### src/rtl/dut_vector_engine_pkg.sv
// Shared types and vector-byte field positions for the vector test engine.
package dve_pkg;

   typedef enum logic [2:0] {
      IDLE,
      FETCH,
      WAIT_RD,
      SETTLE,
      CHECK,
      FINISH
   } state_t;

   localparam int unsigned VEC_W     = 8;
   localparam int unsigned DRIVE_LSB = 0;

   // The expected-output field sits directly above the drive field.
   function automatic int unsigned expect_lsb(input int unsigned n_in);
      return DRIVE_LSB + n_in;
   endfunction

endpackage

### src/rtl/dut_vector_engine_if.sv
// Vector memory read bus: engine is master, memory is slave (one-cycle read latency).
interface dut_vector_engine_if #(
   parameter int unsigned ADDR_W = 16
) ();
   logic [ADDR_W-1:0] mem_addr;
   logic              mem_rd_en;
   logic [7:0]        mem_data;

   modport master (output mem_addr, output mem_rd_en, input mem_data);
   modport slave  (input mem_addr, input mem_rd_en, output mem_data);
endinterface

### src/rtl/dut_vector_engine_sync.sv
// Two-flop synchronizer for the asynchronous DUT output pins.
module sync_2ff #(
   parameter int unsigned WIDTH = 1
) (
   input  logic             clk,
   input  logic             rst,
   input  logic [WIDTH-1:0] d,
   output logic [WIDTH-1:0] q
);
   logic [WIDTH-1:0] meta;

   always_ff @(posedge clk) begin
      if (rst) begin
         meta <= '0;
         q    <= '0;
      end else begin
         meta <= d;
         q    <= meta;
      end
   end
endmodule

### src/rtl/dut_vector_engine.sv
// Vector-driven DUT tester: fetches, applies, settles and checks each vector in a range.
// Optional first-failure capture enabled by macro DVE_FAIL_CAPTURE_EN.
module dut_vector_engine
   import dve_pkg::*;
#(
   parameter int unsigned N_IN          = 4,
   parameter int unsigned N_OUT         = 1,
   parameter int unsigned ADDR_W        = 16,
   parameter int unsigned SETTLE_CYCLES = 100
) (
   input  logic                 clk,
   input  logic                 rst,
   input  logic                 start,
   input  logic                 abort,
   input  logic [ADDR_W-1:0]    start_addr,
   input  logic [ADDR_W-1:0]    end_addr,
   dut_vector_engine_if.master  mem,
   output logic [N_IN-1:0]      dut_in,
   input  logic [N_OUT-1:0]     dut_out,
   output logic                 busy,
   output logic                 done,
   output logic                 pass,
   output logic [15:0]          mismatch_count,
   output logic [ADDR_W-1:0]    fail_addr,
   output logic [N_OUT-1:0]     fail_actual
);
   localparam int unsigned EXP_LSB = expect_lsb(N_IN);

   state_t            state, state_nxt;
   logic [ADDR_W-1:0] cur_addr, last_addr;
   logic [N_OUT-1:0]  exp_q, out_sync;
   logic [15:0]       settle_cnt;
   logic              settle_done, mismatch, at_end, aborting;

   sync_2ff #(.WIDTH(N_OUT)) u_sync (
      .clk (clk),
      .rst (rst),
      .d   (dut_out),
      .q   (out_sync)
   );

   assign mem.mem_addr = cur_addr;
   assign settle_done  = (settle_cnt == '0);
   assign mismatch     = (out_sync != exp_q);
   assign at_end       = (cur_addr == last_addr);
   assign aborting     = abort && (state != IDLE);

   always_ff @(posedge clk) begin
      if (rst) state <= IDLE;
      else     state <= state_nxt;
   end

   always_comb begin
      state_nxt     = state;
      mem.mem_rd_en = 1'b0;
      if (aborting) begin
         state_nxt = IDLE;
      end else begin
         case (state)
            IDLE:    if (start) state_nxt = (end_addr < start_addr) ? FINISH : FETCH;
            FETCH: begin
               mem.mem_rd_en = 1'b1;
               state_nxt     = WAIT_RD;
            end
            WAIT_RD: state_nxt = SETTLE;
            SETTLE:  if (settle_done) state_nxt = CHECK;
            CHECK:   state_nxt = at_end ? FINISH : FETCH;
            FINISH:  state_nxt = IDLE;
            default: state_nxt = IDLE;
         endcase
      end
   end

   always_ff @(posedge clk) begin
      if (rst) begin
         cur_addr       <= '0;
         last_addr      <= '0;
         exp_q          <= '0;
         settle_cnt     <= '0;
         dut_in         <= '0;
         busy           <= 1'b0;
         done           <= 1'b0;
         pass           <= 1'b0;
         mismatch_count <= '0;
      end else begin
         done <= 1'b0;
         if (aborting) begin
            busy   <= 1'b0;
            dut_in <= '0;
         end else begin
            case (state)
               IDLE: if (start) begin
                  cur_addr       <= start_addr;
                  last_addr      <= end_addr;
                  mismatch_count <= '0;
                  pass           <= 1'b0;
                  busy           <= 1'b1;
               end
               WAIT_RD: begin
                  dut_in     <= mem.mem_data[DRIVE_LSB +: N_IN];
                  exp_q      <= mem.mem_data[EXP_LSB +: N_OUT];
                  settle_cnt <= 16'(SETTLE_CYCLES - 1);
               end
               SETTLE: if (!settle_done) settle_cnt <= settle_cnt - 1'b1;
               CHECK: begin
                  if (mismatch && (mismatch_count != '1))
                     mismatch_count <= mismatch_count + 1'b1;
                  // Compare before increment so an all-ones end address never wraps.
                  if (!at_end) cur_addr <= cur_addr + 1'b1;
               end
               FINISH: begin
                  done <= 1'b1;
                  pass <= (mismatch_count == '0);
                  busy <= 1'b0;
               end
               default: ;
            endcase
         end
      end
   end

`ifdef DVE_FAIL_CAPTURE_EN
   always_ff @(posedge clk) begin
      if (rst) begin
         fail_addr   <= '0;
         fail_actual <= '0;
      end else if (!aborting) begin
         if (state == IDLE && start) begin
            fail_addr   <= '0;
            fail_actual <= '0;
         end else if (state == CHECK && mismatch && mismatch_count == '0) begin
            fail_addr   <= cur_addr;
            fail_actual <= out_sync;
         end
      end
   end
`else
   assign fail_addr   = '0;
   assign fail_actual = '0;
`endif

endmodule
### src/flat_wrapper.sv
// flat-port wrapper written by rule: the top's interface ports become plain ports
module dut_vector_engine_flat import dve_pkg::*;
#(
   parameter int unsigned N_IN          = 4,
   parameter int unsigned N_OUT         = 1,
   parameter int unsigned ADDR_W        = 16,
   parameter int unsigned SETTLE_CYCLES = 100
)
  (clk, rst, start, abort, start_addr, end_addr, dut_in, dut_out, busy, done, pass, mismatch_count, fail_addr, fail_actual, mem_mem_addr, mem_mem_rd_en, mem_mem_data);
  dut_vector_engine_if #(.ADDR_W(ADDR_W)) mem_i ();
  input  logic clk;
  input  logic rst;
  input  logic start;
  input  logic abort;
  input  logic [ADDR_W-1:0] start_addr;
  input  logic [ADDR_W-1:0] end_addr;
  output logic [N_IN-1:0] dut_in;
  input  logic [N_OUT-1:0] dut_out;
  output logic busy;
  output logic done;
  output logic pass;
  output logic [15:0] mismatch_count;
  output logic [ADDR_W-1:0] fail_addr;
  output logic [N_OUT-1:0] fail_actual;
  output wire logic [$bits(mem_i.mem_addr)-1:0] mem_mem_addr;
  output wire logic [$bits(mem_i.mem_rd_en)-1:0] mem_mem_rd_en;
  input wire logic [$bits(mem_i.mem_data)-1:0] mem_mem_data;
  assign mem_mem_addr = mem_i.mem_addr;
  assign mem_mem_rd_en = mem_i.mem_rd_en;
  assign mem_i.mem_data = mem_mem_data;
  dut_vector_engine #(.N_IN(N_IN), .N_OUT(N_OUT), .ADDR_W(ADDR_W), .SETTLE_CYCLES(SETTLE_CYCLES)) u_core (.clk(clk), .rst(rst), .start(start), .abort(abort), .start_addr(start_addr), .end_addr(end_addr), .mem(mem_i), .dut_in(dut_in), .dut_out(dut_out), .busy(busy), .done(done), .pass(pass), .mismatch_count(mismatch_count), .fail_addr(fail_addr), .fail_actual(fail_actual));
endmodule
### config.mk
export PLATFORM = sky130hd
export DESIGN_NAME = dut_vector_engine_flat
export DESIGN_NICKNAME = d
export VERILOG_FILES = /design/src/rtl/dut_vector_engine_pkg.sv /design/src/rtl/dut_vector_engine_if.sv /design/src/rtl/dut_vector_engine_sync.sv /design/src/rtl/dut_vector_engine.sv /design/src/flat_wrapper.sv
export SDC_FILE = /design/constraint.sdc
export NUM_CORES = 1
export LEC_CHECK = 0
export BUFFER_PORTS_ARGS = -buffer_cell sky130_fd_sc_hd__buf_2
export CORE_UTILIZATION = 54
export DETAILED_ROUTE_END_ITERATION = 7
export PLACE_DENSITY = 0.81
export SYNTH_ARGS = -nofsm -noshare
export SYNTH_HDL_FRONTEND = slang
export SYNTH_SLANG_ARGS = --single-unit
### constraint.sdc
create_clock -name clk -period 2.4 [get_ports clk]
set_input_delay 0.24 -clock clk [delete_from_list [all_inputs] [get_ports clk]]
set_output_delay 0.24 -clock clk [all_outputs]
set_load 0.02 [all_outputs]
Word level (Yosys, flattened, before mapping)
Cells that the tools add are included.
{"block": "classes", "bitwise": 1, "n_eq_ne": 13, "mux": 20, "n_reduce_logical": 18, "order_cmp": 1, "addsub": 3}
{"op": "$pmux W16 S2", "n": 3}
{"op": "$mux W16", "n": 5}
{"op": "$add A16 B1 Y16 const B", "n": 2}
{"op": "$logic_not A16 Y1", "n": 2}
{"op": "$eq A16 B16 Y1", "n": 1}
{"op": "$lt A16 B16 Y1", "n": 1}
{"op": "$ne A16 B16 Y1 const B", "n": 1}
{"op": "$sub A16 B1 Y16 const B", "n": 1}
{"op": "$pmux W3 S5", "n": 1}
{"op": "$mux W3", "n": 4}
{"op": "$reduce_and A3 Y1", "n": 3}
{"op": "$reduce_and A4 Y1", "n": 2}
{"op": "$eq A3 B2 Y1 const B", "n": 2}
{"op": "$eq A3 B3 Y1 const B", "n": 2}
{"op": "$ne A2 B2 Y1 const B", "n": 3}
{"op": "$reduce_and A2 Y1", "n": 3}
{"op": "$reduce_bool A2 Y1", "n": 3}
{"op": "$mux W1", "n": 5}
{"op": "$ne A2 B1 Y1 const B", "n": 2}
{"op": "$pmux W1 S2", "n": 2}
{"op": "$eq A3 B1 Y1 const B", "n": 1}
{"op": "$logic_not A3 Y1", "n": 1}
{"op": "$reduce_bool A3 Y1", "n": 1}
{"op": "$logic_and A1 B1 Y1", "n": 2}
{"op": "other kinds (3)", "n": 3}
{"block": "totals", "elab_cells": 68, "out_inout_bits": 57, "register_bits": 77, "input_bits": 45}

Depth between registers and ports, before layout
{"block": "depth", "word_depth": 4, "ltp_mapped": 8, "mapped_depth_nobuf": 8}

Hierarchy
From an unflattened synthesis, not the netlist that was laid out.
{"block": "unflattened", "hier_cells": 566, "hier_area_um2": 4546.9}
{"module": "dut_vector_engine", "area_each_um2": 4494.3, "cells_each": 562, "seq_area_each_um2": 1501.4, "instances": 1}
{"module": "sync_2ff", "area_each_um2": 52.6, "cells_each": 4, "seq_area_each_um2": 40.0, "instances": 1}

Worst setup path after synthesis
No wires, ideal clock.
{"block": "synth_path", "path_type": "register to register", "startpoint": "register u_core.state[1]", "endpoint": "register u_core.settle_cnt[15]", "path_buffers": 0, "required_time_ns": 2.330, "path_slack_ns": 0.307, "arrival_ns": 2.023, "synth_period_minus_slack_ns": 2.093, "setup_time_ns": 0.070, "stages_incl_launch_ff": 7, "path_cell_list": "dfxtp_1 -> or3b_1 -> or3_4 -> a211oi_4 -> nand2_2 -> or4_1 -> a21oi_1"}
{"block": "synth_between", "elab_chain_len": 4, "elab_cells_between_ends": 9, "cone_classes": "3 x eq/ne; 1 x mux; 1 x bitwise; 4 x reduce/logical"}
{"item": "start: declaration", "line_no": "dut_vector_engine.sv:29", "text": "state_t state, state_nxt;"}
{"item": "start signal: assignment", "line_no": "dut_vector_engine.sv:50", "text": "else state <= state_nxt;"}
{"item": "branches (longest 4 deep; another with $eq A3 B2 Y1)"}
{"item": "end signal: assignment", "line_no": "dut_vector_engine.sv:102", "text": "settle_cnt <= 16'(SETTLE_CYCLES - 1);"}
{"item": "end signal: assignment", "line_no": "dut_vector_engine.sv:104", "text": "SETTLE: if (!settle_done) settle_cnt <= settle_cnt - 1'b1;"}
{"item": "end: declaration", "line_no": "dut_vector_engine.sv:32", "text": "logic [15:0] settle_cnt;"}
Parallel ways; which one is timed is not known.
A chain may end at the register's enable or synchronous reset.

Final worst setup path
{"block": "layout_path", "startpoint": "register u_core.state[2]", "endpoint": "register u_core.mismatch_count[3]"}
{"block": "layout_between", "elab_chain_len": 4, "elab_cells_between_ends": 10, "cone_classes": "3 x eq/ne; 1 x mux; 1 x bitwise; 5 x reduce/logical"}
{"item": "branches (longest 4 deep; another with $reduce_and A4 Y1)"}
{"item": "end signal: assignment", "line_no": "dut_vector_engine.sv:107", "text": "mismatch_count <= mismatch_count + 1'b1;"}
{"item": "end: declaration", "line_no": "dut_vector_engine.sv:23", "text": "output logic [15:0] mismatch_count,"}
Parallel ways; which one is timed is not known.

==> flow_metrics.env <==
export IMPL_place_ws_ps=279
export IMPL_synth_area_leaders="dfxtp_1, nand2_1, ha_1"
export IMPL_grt_pass1_wl_um=17600
export IMPL_drive_gt1_frac=0.188
export IMPL_crit_type="flip-flop to flip-flop"
export IMPL_setup_worst_path_start_class="flip-flop"
export IMPL_initial_utilization=0.560
export IMPL_post_route_min_period_ps=2190
export IMPL_crit_required_ps=2650
export IMPL_grt_max_degree=35
export IMPL_fin_area_um2=5060
export IMPL_rows=32
export IMPL_h_tree_depth=3
export IMPL_worst_clock_skew_ps=7.94
export IMPL_layout_common_cells="buf_2, dfxtp_1, nand2_1"
export IMPL_cts_made_buffers=9
export IMPL_hold_class="input port to flip-flop"
export IMPL_min_period_over_period=0.911
export IMPL_synth_cell_types=52
export IMPL_overflow=0
export IMPL_outcome="complete, no violations"
export IMPL_post_cts_buffers=0
export IMPL_dp_hpwl_um=7910
export IMPL_grt_pass1_vias=3798
export IMPL_ys_ff_latch=77
export IMPL_finalPower_mw=3.87
export IMPL_worst_pin_slew_ps=789
export IMPL_antenna_found_initial=0
export IMPL_syn_to_final_growth_pct=16.8
export IMPL_dr_pass1_iters=7
export IMPL_cts_clk_slew_worst_paths_ps=80
export IMPL_max_stage_delay_ps=490
export IMPL_syn_area_per_cell_um2=7.96
export IMPL_drt_iter0_markers=136
export IMPL_crit_path_max_fanout=7
export IMPL_stdcell_count=735
export IMPL_irDropWorstVdd_mv=0.408
export IMPL_busiest_layer="met2"
export IMPL_wirelength_um=10700
export IMPL_grt_setup_unrepaired="false"
export IMPL_fmax_mhz=457
export IMPL_synth_top_area_cell="dfxtp_1"
export IMPL_end_kind="flip-flop"
export IMPL_synth_cells=544
export IMPL_async_flop_share=0
export IMPL_synth_edf_count=0
export IMPL_clk_insertion_delay_late_ps=350
export IMPL_grt_util_met2=0.447
export IMPL_regToRegSetupSlack_ps=210
export IMPL_track_usage=0.262
export IMPL_cts_resized=0
export IMPL_syn_area_um2=4330
export IMPL_synth_area_mux_share=0.0277
export IMPL_synth_simple_area_share=0.267
export IMPL_slowest_stage="or3b_1"
export IMPL_worstPathCellList="or3b_1, nor4_1, a41oi_1, nand4_1, xor2_1, nor2_1"
export IMPL_gr_usage_met3=0.0394
export IMPL_chipWidth_um=91.5
export IMPL_fin_tns_setup_ps=0
export IMPL_antenna_cells=0
export IMPL_drc_errors=0
export IMPL_nets=693
export IMPL_slew_headroom=0.473
export IMPL_cts_tree="yes"
export IMPL_via_per_inst=5.64
export IMPL_place_area_um2=4830
export IMPL_synth_compound_area_share=0.141
export IMPL_cap_violations=0
export IMPL_netlist_area_leader_share=0.356
export IMPL_ios=102
export IMPL_setup_viol=0
export IMPL_numPortBuffers=81
export IMPL_synth_top_family_by_area="simple AND/OR/NAND/NOR gates"
export IMPL_core_area_um2=7730
export IMPL_via_count=4145
export IMPL_p_leak_nw=2.15
export IMPL_synth_seq_area_share=0.356
export IMPL_cp_arrival_ps=2430
export IMPL_cts_sinks=77
export IMPL_antenna_left=0
export IMPL_hold_viol_final=0
export IMPL_ys_dominant_reg_cell="dfxtp_1"
export IMPL_synth_warnings=0
export IMPL_gp_congestion=0.854
export IMPL_ctsRootBufferMaster="clkbuf_8"
export IMPL_cts_max_path_buffers=2
export IMPL_synthAdderAreaFrac=0.0578
export IMPL_synth_xor_area_frac=0.0809
export IMPL_wl_per_cell_um=14.5
export IMPL_cts_hold_buf=0
export IMPL_use_met1=0.323
export IMPL_final_common_cell="buf_2"
export IMPL_dp_cells=719
export IMPL_maxSlewViolCount=0
export IMPL_power_density_nw_per_um2=765
export IMPL_die_y_um=91.5
export IMPL_dieArea_um2=8380
export IMPL_timing_final_ws_setup_ps=213
-- final timing paths --
path,from,endpoint,cells after the start
min reg2reg,u_core.u_sync.meta$_SDFF_PP0_,u_core.u_sync.q$_SDFF_PP0_,1
min,mem_mem_data[0],u_core.dut_in[0]$_SDFFE_PP0P_,3
max reg2reg,u_core.state[2]$_SDFFE_PP0P_,u_core.mismatch_count[3]$_SDFFE_PP0P_,6
max,u_core.state[2]$_SDFFE_PP0P_,u_core.mismatch_count[3]$_SDFFE_PP0P_,6
-- stage by stage --
stage                      util  hold WS, ps
after floorplan               -          368
after global placement    0.625          429
after detailed placement  0.625          428
after CTS                 0.654          123
after global routing      0.654          129
final                     0.654          124
-- cells by family after synthesis --
kind of cell    count (synthesis)
mux                            12
xor+xnor                       40
fa+ha+maj                      20
other cells                     1
flops                          77
simple gates                  234
compound gates                 99
buf+inv                        61
-- worst max-delay path, delay by kind of cell (launching register included) --
kind,cells,cell delay (ps)
compound gates,1,340
flops,1,410
simple gates,4,1190
xor+xnor,1,150
-- power by group --
part	switching, mW	total (mW)	leakage (nW)	internal, mW
registers	0.165	1.58	0.628	1.41
clock network	0.483	1.10	0.106	0.616
logic	0.710	1.19	1.42	0.482
-- routing by layer --
layer  share of wire  vias up  wire [um]
met5               0        -          0
met4           0.028        0        297
met3           0.044       28        468
met2            0.50      135       5310
met1            0.43     1934       4590
li1                -     2048          -
-- cells in the mapped netlist (14+ instances only) --
cell	number
ha_1	20
dfxtp_1	77
inv_1	20
nand4_1	14
xnor2_1	22
xor2_1	18
clkbuf_1	20
a21oi_1	39
nand3_1	25
o21ai_0	25
nor2_1	51
nand2_1	69
buf_4	17
-- area by class of cell --
cell class                      instances  area, um^2
Timing Repair Buffer                   98         533
Clock inverter                          5        83.8
Clock buffer                           11         141
Tap cell                              102         128
Fill cell                             646        2670
Multi-Input combinational cell        422        2550
Inverter                               20        75.1
Sequential cell                        77        1540
-- state kept, by name (all words and copies together), names as in the netlist --
| register | count |
|---|---|
| u_core.pass | 1 |
| u_core.busy | 1 |
| u_core.last_addr | 16 |
| u_core.settle_cnt | 16 |
| u_core.mem.mem_addr | 16 |
| u_core.state | 3 |
| u_core.u_sync.q | 1 |
| u_core.exp_q | 1 |
| u_core.u_sync.meta | 1 |
| u_core.done | 1 |
| u_core.dut_in | 4 |
| u_core.mismatch_count | 16 |
No activity file was read; power rests on OpenSTA's default activity.
